## config.mk

```make
export PLATFORM = sky130hd
export DESIGN_NAME = bus_load
export DESIGN_NICKNAME = d
export VERILOG_FILES = /design/src/rtl/bus_load.sv
export SDC_FILE = /design/constraint.sdc
export NUM_CORES = 1
export LEC_CHECK = 0
export CAP_MARGIN = 5
export CELL_PAD_IN_SITES_DETAIL_PLACEMENT = 0
export CELL_PAD_IN_SITES_GLOBAL_PLACEMENT = 1
export CORE_UTILIZATION = 33
export DETAILED_ROUTE_END_ITERATION = 16
export PLACE_DENSITY = 0.9
export SYNTH_ARGS = -nofsm -noshare
export SYNTH_HDL_FRONTEND = slang
export SYNTH_SLANG_ARGS = --single-unit
```

## constraint.sdc

```tcl
create_clock -name clk -period 1.8 [get_ports clk]
set_input_delay 0.18 -clock clk [delete_from_list [all_inputs] [get_ports clk]]
set_output_delay 0.18 -clock clk [all_outputs]
set_load 0.005 [all_outputs]
```

## src/rtl/bus_load.sv

```systemverilog
// rtl/bus_load.sv - bus-load side of the 8-bit datapath: register captures, PC advance, RAM write, OUT handshake
// Optional macro BUS_LOAD_OVERRUN_EN builds the sticky out_overrun flag; otherwise it is tied to 0.
module bus_load (
  input  logic       clk,
  input  logic       rst_n,
  input  logic [7:0] BUS,
  input  logic       AIn,
  input  logic       BIn,
  input  logic       IIn,
  input  logic       MIn,
  input  logic       JIn,
  input  logic       OIn,
  input  logic       RIn,
  input  logic       CEn,
  input  logic       HLTn,
  output logic [7:0] A,
  output logic [7:0] B,
  output logic [7:0] IR,
  output logic [7:0] MAR,
  output logic [7:0] PC,
  output logic       ram_we,
  output logic [7:0] ram_addr,
  output logic [7:0] ram_wdata,
  output logic [7:0] out_data,
  output logic       out_valid,
  input  logic       out_ready,
  output logic       out_overrun
);

  logic load_a, load_b, load_ir, load_mar, load_pc, load_out, inc_pc;

  // Every strobe is qualified by HLTn so a halted machine freezes its state.
  assign load_a   = ~AIn & HLTn;
  assign load_b   = ~BIn & HLTn;
  assign load_ir  = ~IIn & HLTn;
  assign load_mar = ~MIn & HLTn;
  assign load_pc  = ~JIn & HLTn;
  assign load_out = ~OIn & HLTn;
  assign inc_pc   = ~CEn & HLTn;

  assign ram_we    = ~RIn & HLTn;
  assign ram_addr  = MAR;
  assign ram_wdata = BUS;

  always_ff @(posedge clk or negedge rst_n) begin
    if (!rst_n) begin
      A   <= 8'h00;
      B   <= 8'h00;
      IR  <= 8'h00;
      MAR <= 8'h00;
      PC  <= 8'h00;
    end else begin
      if (load_a)   A   <= BUS;
      if (load_b)   B   <= BUS;
      if (load_ir)  IR  <= BUS;
      if (load_mar) MAR <= BUS;
      // A jump load beats a same-cycle increment.
      if (load_pc)     PC <= BUS;
      else if (inc_pc) PC <= PC + 8'd1;
    end
  end

  always_ff @(posedge clk or negedge rst_n) begin
    if (!rst_n) begin
      out_data  <= 8'h00;
      out_valid <= 1'b0;
    end else if (load_out) begin
      out_data  <= BUS;
      out_valid <= 1'b1;
    end else if (out_valid && out_ready) begin
      out_valid <= 1'b0;
    end
  end

`ifdef BUS_LOAD_OVERRUN_EN
  always_ff @(posedge clk or negedge rst_n) begin
    if (!rst_n)
      out_overrun <= 1'b0;
    else if (load_out && out_valid && !out_ready)
      out_overrun <= 1'b1;
  end
`else
  assign out_overrun = 1'b0;
`endif

endmodule

```

==> results.json <==
{
  "status": "completed",
  "finalSetupTns_ps": 0,
  "postSynthAreaPerCell_sq_um": 13.0,
  "grt_pass1_wl_um": 8350,
  "seq_power_share_pct": 44.8,
  "drt_pre_antenna_iters": 4,
  "die_area_sq_um": 6960,
  "ys_types": 28,
  "grt_use_met3_pct": 3.18,
  "crit_arrival_ps": 1470,
  "synthesis.nets": 189,
  "wl_per_cell_um": 15.0,
  "synthAdderAreaFrac_pct": 0.572,
  "synth_edf_count": 0,
  "cts_root_buf": "clkbuf_8",
  "p_clk_share_pct": 29.2,
  "synth_cells": 168,
  "busiest_layer": "met2",
  "hold_class": "input port to asynchronous set/reset pin",
  "cts_tree": "built",
  "synth_top_area_cell": "dfrtp_1",
  "dp.final_hpwl_um": 3800,
  "cts_setup_buffers": 0,
  "rsz0062_at_grt": "no",
  "die_h_um": 83.4,
  "path_clk_slew_ps": 90,
  "worst_hold_slack_ps": 445,
  "core_area_sq_um": 6390,
  "drt_iter0_drc": 31,
  "ys_top_cells_by_area": "dfrtp_1 (56%), mux2_2 (21%), buf_4 (6.2%)",
  "relSlewSlack_pct": 57.3,
  "end_kind": "output pin",
  "htreeDepth": 2,
  "port_buffers": 85,
  "wirelength_um": 4970,
  "routed_via_density": 4.83,
  "grt_usage_pct": 14.9,
  "tightest_slew_ps": 640,
  "fill_cells": 585,
  "syn-cell-area_sq_um": 2190,
  "use_met1_pct": 19.9,
  "setup_violations": 0,
  "switching_share_pct": 23.3,
  "p_leak_nw": 1.35,
  "rows": 29,
  "die_w_um": 83.4,
  "grt_use_met2_pct": 25.0,
  "n_antenna_cell": 0,
  "start_kind": "input port",
  "ioPinCount": 87,
  "synth_xor_area_share_pct": 0,
  "gp_congestion": 0.886,
  "grt_start_max_net_pins": 30,
  "p_per_area_nw_per_um2": 951,
  "cts_buffers": 5,
  "async_flop_share_pct": 100,
  "layout-drive-gt1-share_pct": 26.4,
  "yosys_warnings": 0,
  "fmax_mhz": 608,
  "synthDominantCellAreaShare_pct": 56.0,
  "drtAntennaViolNets": 0,
  "nets": 274,
  "ys_seq_area_share_pct": 56.0,
  "skew_ps": 5.56,
  "grt_pass1_vias": 1709,
  "cts.repair.resized": 0,
  "finalMaxSlewViolations": 0,
  "antenna_found_initial": 0,
  "synthSimpleGateAreaFrac_pct": 7.83,
  "synth_mux_area_share_pct": 20.6,
  "hold_viol_final": 0,
  "power.internal_mw": 2.37,
  "vias": 1600,
  "synth_top_family_by_area": "multiplexers",
  "start_util_pct": 34.3,
  "cts_sinks": 49,
  "comb_power_share_pct": 25.9,
  "crit_required_ps": 1620,
  "ys.flop_type": "dfrtp_1",
  "synth-seq-cells": 49,
  "cp_max_fo": 6,
  "grt-ovfl-total": 0,
  "path_class": "input port to output pin",
  "cap_violations": 0,
  "min_period_ps": 1650,
  "vdd_ir_drop_max_uv": 505,
  "clk_path_buf_depth": 2,
  "clkLatencyLatePin_ps": 290,
  "synth_compound_area_share_pct": 6.52,
  "p_switching_uw": 720,
  "area.growth.synth_to_final_pct": 48.3,
  "fin_crit_sh_pct": 91.4,
  "drc": 0
}
[worst max-delay path, stage by stage]
cell             delay, ps
clkdlybuf4s50_1        570
inv_1                  110
nor2_1                 110
clkdlybuf4s50_1        500
[power by group through the flow]
stage / registers, mW / clock network [mW] / logic [mW]
after global routing: 1.41 / 0.975 / 0.865
after global placement: 1.40 / 0 / 0.796
after CTS: 1.39 / 0.930 / 0.814
final: 1.38 / 0.902 / 0.800
after floorplan: 1.40 / 0 / 0.296
after detailed placement: 1.41 / 0 / 0.811
[cell type report]
type                            instances  area [sq um]  share of cell area [%]
Sequential cell                        49          1230                    37.8
Timing Repair Buffer                  103           996                    30.7
Multi-Input combinational cell         91           781                    24.1
Tap cell                               77          96.3                    2.97
Clock buffer                            5          68.8                    2.12
Clock inverter                          3          65.1                    2.01
Inverter                                3          11.3                   0.347
[cell families (layout without fill, tap and decap cells)]
group,after synthesis,in the layout
compound gates,21,21
fa+ha+maj,1,1
buf+inv,28,114
flops,49,49
mux,40,40
other cells,1,1
simple gates,28,28
[per-stage QoR]
step                total power, mW  instance area, sq um  utilization (%)  instances  setup slack, ps
floorplan                      1.70                  2190                -        168              478
global placement               2.20                  3100             48.6        322              130
detailed placement             2.22                  3100             48.6        322             92.7
CTS                            3.13                  3240             50.8        331              133
global route                   3.25                  3240             50.8        331             39.7
finish                         3.09                  3240             50.8        331              155
[cells in the final DEF (no fill, tap or decap), types with 2 or more instances in the layout]
master,instances
nand2_1,5
o21ai_0,3
nand4b_1,3
bufinv_16,2
a2bb2oi_1,3
nor2_1,5
or4_1,2
dfrtp_1,49
nand3_1,3
o22ai_1,2
inv_1,3
mux2_2,40
clkdlybuf4s50_1,84
nand2b_1,3
or2b_1,3
clkbuf_8,5
a22oi_1,2
o211ai_1,2
buf_4,16
a21oi_1,5
[cell usage after synthesis (2+ instances only)]
library cell	instances
dfrtp_1	49
mux2_2	40
buf_4	18
buf_2	7
a21oi_1	5
nand2_1	5
nor2_1	5
a2bb2oi_1	3
inv_1	3
nand2b_1	3
nand3_1	3
nand4b_1	3
o21ai_0	3
or2b_1	3
a22oi_1	2
o211ai_1	2
o22ai_1	2
or4_1	2
[sequential cells by signal (all words and copies together) (netlist names)]
register	count
A	8
B	8
IR	8
MAR	8
PC	8
out_data	8
out_valid	1
[layer usage]
layer | vias up | part of all wire (%)
met4 | 0 | 0.68
met2 | 51 | 50
met3 | 4 | 5.8
met1 | 795 | 44
li1 | 750 | -
met5 | - | 0
[worst paths after layout]
path	start	to	slack, ps	depth (start not counted)
min in group clk	out_ready	out_valid	450	2
max in group asynchronous	rst_n	MAR[4]	700	3
worst max-delay path	HLTn	ram_we	150	4
worst min-delay path	rst_n	MAR[6]	440	2
worst min register to register	out_data[4]	out_data[4]	510	1
worst max register to register	PC[0]	PC[6]	330	4
[timing repair]
item,4_1_cts,5_1_grt
endpoints found under the setup margin,0,0
hold endpoints to repair,27,0
hold buffers,1,0
Power figures use the tool's default switching activity.
